===== src/rtl/dm_ctrl_pkg.sv =====
// dm_ctrl_pkg: shared state encoding and access-size codes for the data-memory access controller
package dm_ctrl_pkg;
  typedef enum logic [1:0] {IDLE, BUSY, DONE, DRAIN} dm_state_t;
  localparam logic [1:0] SZ_B = 2'd0;
  localparam logic [1:0] SZ_H = 2'd1;
  localparam logic [1:0] SZ_W = 2'd2;
endpackage


===== src/rtl/dm_store_align.sv =====
// dm_store_align: lane-replicates store data, builds byte strobes and flags misaligned or illegal sizes
module dm_store_align
  import dm_ctrl_pkg::*;
(
  input  logic [1:0]  size,
  input  logic [1:0]  off,
  input  logic [31:0] data,
  output logic [3:0]  wstrb,
  output logic [31:0] wdata,
  output logic        mis
);
  always_comb begin
    wstrb = size == SZ_B ? 4'b0001 << off : size == SZ_H ? 4'b0011 << {off[1], 1'b0} : 4'b1111;
    wdata = size == SZ_B ? {4{data[7:0]}} : size == SZ_H ? {2{data[15:0]}} : data;
    mis   = size == 2'd3 | (size == SZ_H & off[0]) | (size == SZ_W & off != 2'b00);
  end
endmodule


===== src/rtl/dm_access_ctrl.sv =====
// dm_access_ctrl: sequences MEM-stage loads/stores over a req/ack data-memory port and stalls the pipeline
module dm_access_ctrl
  import dm_ctrl_pkg::*;
#(
  parameter int ADDR_W      = 32,
  parameter int TIMEOUT_CYC = 256
) (
  input  logic              clk,
  input  logic              reset,
  input  logic              MEM_MemRead,
  input  logic              MEM_MemWrite,
  input  logic [2:0]        MEM_funct3,
  input  logic [ADDR_W-1:0] MEM_addr,
  input  logic [31:0]       MEM_store_data,
  input  logic              ext_stall,
  input  logic              CSR_reset,
  output logic              dm_req,
  output logic              dm_we,
  output logic [ADDR_W-1:0] dm_addr,
  output logic [3:0]        dm_wstrb,
  output logic [31:0]       dm_wdata,
  input  logic              dm_ack,
  input  logic [31:0]       dm_rdata,
  output logic              dm_stall,
  output logic [31:0]       MEM_load_data,
  output logic              dm_misalign,
  output logic              dm_err
);
  localparam int CW = TIMEOUT_CYC > 1 ? $clog2(TIMEOUT_CYC) : 1;
  localparam logic [CW-1:0] LAST = CW'(TIMEOUT_CYC - 1);
  dm_state_t state, nxt;
  logic [CW-1:0] cnt;
  logic [3:0] wstrb;
  logic [31:0] wdata;
  logic mis, acc, issue, tmo, busy;
  dm_store_align u_align (
    .size (MEM_funct3[1:0]),
    .off  (MEM_addr[1:0]),
    .data (MEM_store_data),
    .wstrb(wstrb),
    .wdata(wdata),
    .mis  (mis)
  );
  always_comb begin
    acc         = MEM_MemRead | MEM_MemWrite;
    busy        = state == BUSY;
    issue       = state == IDLE & acc & !mis & !CSR_reset;
    tmo         = (TIMEOUT_CYC != 0) & cnt == LAST & !dm_ack;
    nxt         = state == IDLE ? (issue ? BUSY : IDLE)
                : busy ? (dm_ack ? (CSR_reset ? IDLE : DONE) : CSR_reset ? DRAIN : tmo ? DONE : BUSY)
                : state == DONE ? (ext_stall & !CSR_reset ? DONE : IDLE)
                : (dm_ack ? IDLE : DRAIN);
    dm_req      = busy | state == DRAIN;
    dm_stall    = issue | dm_req;
    dm_misalign = state == IDLE & acc & mis & !CSR_reset;
    dm_err      = busy & tmo & !CSR_reset;
  end
  always_ff @(posedge clk or posedge reset) begin
    if (reset) begin
      state         <= IDLE;
      cnt           <= '0;
      dm_we         <= 1'b0;
      dm_addr       <= '0;
      dm_wstrb      <= '0;
      dm_wdata      <= '0;
      MEM_load_data <= '0;
    end else begin
      state <= nxt;
      cnt   <= busy & nxt == BUSY ? cnt + 1'b1 : '0;
      if (issue) begin
        dm_we    <= MEM_MemWrite;
        dm_addr  <= {MEM_addr[ADDR_W-1:2], 2'b00};
        dm_wstrb <= MEM_MemWrite ? wstrb : 4'b0000;
        dm_wdata <= wdata;
      end
      // a flushed load never updates the data seen by MEM/WB
      if (busy & dm_ack & !CSR_reset & !dm_we) MEM_load_data <= dm_rdata;
      else if (dm_err) MEM_load_data <= '0;
    end
  end
endmodule

===== config.mk =====
export PLATFORM = sky130hd
export DESIGN_NAME = dm_access_ctrl
export DESIGN_NICKNAME = d
export VERILOG_FILES = /design/src/rtl/dm_ctrl_pkg.sv /design/src/rtl/dm_store_align.sv /design/src/rtl/dm_access_ctrl.sv
export SDC_FILE = /design/constraint.sdc
export NUM_CORES = 1
export LEC_CHECK = 0
export CORE_ASPECT_RATIO = 0.5
export CORE_MARGIN = 1.5
export CORE_UTILIZATION = 40
export CTS_CLUSTER_DIAMETER = 100
export DETAILED_ROUTE_END_ITERATION = 12
export DONT_BUFFER_PORTS = 1
export SLEW_MARGIN = 20
export SYNTH_ARGS = -nofsm -noshare
export SYNTH_HDL_FRONTEND = slang
export SYNTH_SLANG_ARGS = --single-unit

===== constraint.sdc =====
create_clock -name clk -period 5.05 [get_ports clk]
set_clock_uncertainty 0.05 [all_clocks]
set_input_delay 1.515 -clock clk [delete_from_list [all_inputs] [get_ports clk]]
set_output_delay 1.515 -clock clk [all_outputs]
set_load 0.005 [all_outputs]

==> flow_summary.ini <==
[clock_network]
cts_hold_buf = 0
path_clk_slew_ps = 70
cts_tree = built
clk_latency_ps = 340
h-tree-depth = 3
cts.sinks = 109
post-cts-setup-buffers = 0
cts_max_path_buffers = 2
cts-buffers-inserted = 9
clockRootBuffer = clkbuf_16
cts.repair.resized = 0

[power]
seq_power_share_pct = 57.2
sw_frac_of_total_pct = 29.9
p_clk_share_pct = 28.7
power_frac_comb_pct = 14.1
fin_total_pwr_mw = 2.46
power.switching_uw = 737
internal_power_mw = 1.73
power.density_mw_per_mm2 = 497
p_leak_nw = 2.44
ir_drop_mv = 0.159

[synthesis]
ys_seq_area_share_pct = 59.6
yosys.area_share.adder_pct = 0.273
postSynthAreaPerCell_um2 = 10.1
yosysWarnings = 0
synth_top_family_by_area = simple AND/OR/NAND/NOR gates
ys_ff_latch = 109
async_flop_share_pct = 100
synth_top_area_share_pct = 59.6
synth_compound_area_share_pct = 13.1
synth_edf_count = 0
synthXorXnorAreaFrac_pct = 0.574
syn_area_mm2 = 0.00458
synth_area_leader_cell = dfrtp_1
synth-simple-area-share_pct = 17.2
synthMuxAreaShare_pct = 5.25
synth_cell_types = 38
synth_area_leaders = dfrtp_1, nand2_1, a22o_1
synth-main-ff-cell = dfrtp_1
syn_inst = 452

[timing]
maxSlewHeadroom_pct = 40.4
hold_ws_ps = 455
worst_pin_slew_ps = 894
layout_setup_ws_ps = 1230
rsz0062_at_grt = false
slew_viol_final = 0
fin_tns_setup_ps = 0
setup_viol = 0
min_period_over_period_pct = 75.6
fmax_ghz = 0.262
hold_viol = 0
period_needed_ps = 3820

[final_layout]
layout_common_cells = nand2_1, dfrtp_1, a22o_1
fillers = 1083
n_antenna_cell = 0
nNetsFinal = 548
area_delta_synth_final_pct = 8.28
layout_commonest_cell = nand2_1
drive_gt1_share_pct = 6.97
final_area_mm2 = 0.00496
stdcell_count = 590
post-route-util_pct = 44.7

[setup_path]
critical_path_class = in -> out
worstPathRequired_ps = 3490
critPathArrivalTime_ps = 2250
crit_path_end_kind = output port
startpoint_type = input pin
path_max_fanout = 5

[detailed_routing]
drc_errors = 0
drt_wl_total_um = 10300
via_per_inst = 5.22
wl_per_cell_um = 17.4
vias = 3077
ant_nets = 0
dr.pass1.iters = 4
first_iter_violations = 214

[global_route]
grt_use_total_pct = 17.2
grt_pass1_wl_um = 16000
grt_pass1_vias = 3056
grt_max_degree = 97
antenna_found_initial = 0
overflow = 0

[place]
dpl.hpwl_um = 7120
port_buffers = 0
dp.cells = 575
place_congestion = 0.710
placed_area_mm2 = 0.00466
dpl_worst_slack_ps = 1210

[die]
die_y_um = 78.7
dieWidth_um = 154
fp-row-count = 27
io-pin-count = 211
dieArea_mm2 = 0.0121
core_area_mm2 = 0.0111
start_util_pct = 41.3

[run]
cap_viol_max_count = 0

[outcome]
outcome = finished, final reports clean

[min_path]
min_path_type = reg -> reg
## final cells by class
class / count / area (µm²) / area share (%)
multi-input combinational: 311 / 1690 / 34.1
clock inverter: 6 / 72.6 / 1.46
clock buffer: 9 / 225 / 4.54
inverter: 5 / 21.3 / 0.429
tap: 145 / 181 / 3.66
timing repair buffer: 5 / 37.5 / 0.757
sequential: 109 / 2730 / 55.0
## power by group through the flow
| stage | Combinational, mW | Clock (mW) | Sequential (mW) |
|---|---|---|---|
| finish | 0.347 | 0.706 | 1.41 |
| global route | 0.406 | 0.764 | 1.45 |
| CTS | 0.354 | 0.734 | 1.42 |
| detailed placement | 0.353 | 0 | 1.43 |
| global placement | 0.338 | 0 | 1.43 |
| floorplan | 0.308 | 0 | 1.35 |
## critical path, stage by stage
cell	delay [ps]
nor2_1	320
nand3_1	130
nor3_1	290
## cells in the mapped netlist (all sizes together) (4+ instances only)
cell    count
mux2i      24
nand2     150
clkbuf      6
nor2       20
a21oi      14
inv         5
buf        22
nor3        5
or2         4
dfrtp     109
a22o       32
o21ai      35
## logic make-up (layout without fill, tap and decap cells)
logic type / count (synthesis) / count (layout)
AOI/OAI and AO/OA: 89 / 89
xor gates and xnor gates: 3 / 3
adders and majority gates: 1 / 1
buffers and inverters: 33 / 25
DFF: 109 / 109
muxes: 24 / 24
other: 1 / 2
and+or+nand+nor: 192 / 192
## worst paths after layout
kind	slack, ps	depth (start not counted)	from	endpoint
hold reg to reg	450	2	dm_addr[5]$_DFFE_PP0P_	dm_addr[5]$_DFFE_PP0P_
setup / recovery	1230	3	CSR_reset	dm_misalign
hold / removal	450	2	dm_addr[5]$_DFFE_PP0P_	dm_addr[5]$_DFFE_PP0P_
min in group asynchronous	1110	1	reset	MEM_load_data[3]$_DFFE_PP0P_
max in group asynchronous	2990	2	reset	MEM_load_data[1]$_DFFE_PP0P_
setup reg to reg	3080	4	state[0]$_DFF_PP0_	dm_wdata[17]$_DFFE_PP0P_
## flip-flops by register name, indices dropped and copies added (netlist names)
register       cells
MEM_load_data     32
cnt                8
dm_addr           30
dm_wdata          32
dm_we              1
dm_wstrb           4
state              2
## per-layer routing
metal	vias up	GRT usage, %	part of all wire, %
met5	-	0	0
met4	0	5.29	1.3
met3	10	7.73	8.3
met2	121	27.9	47
met1	1458	20.6	43
li1	1488	-	-
No activity file was read; power rests on OpenSTA's default activity.
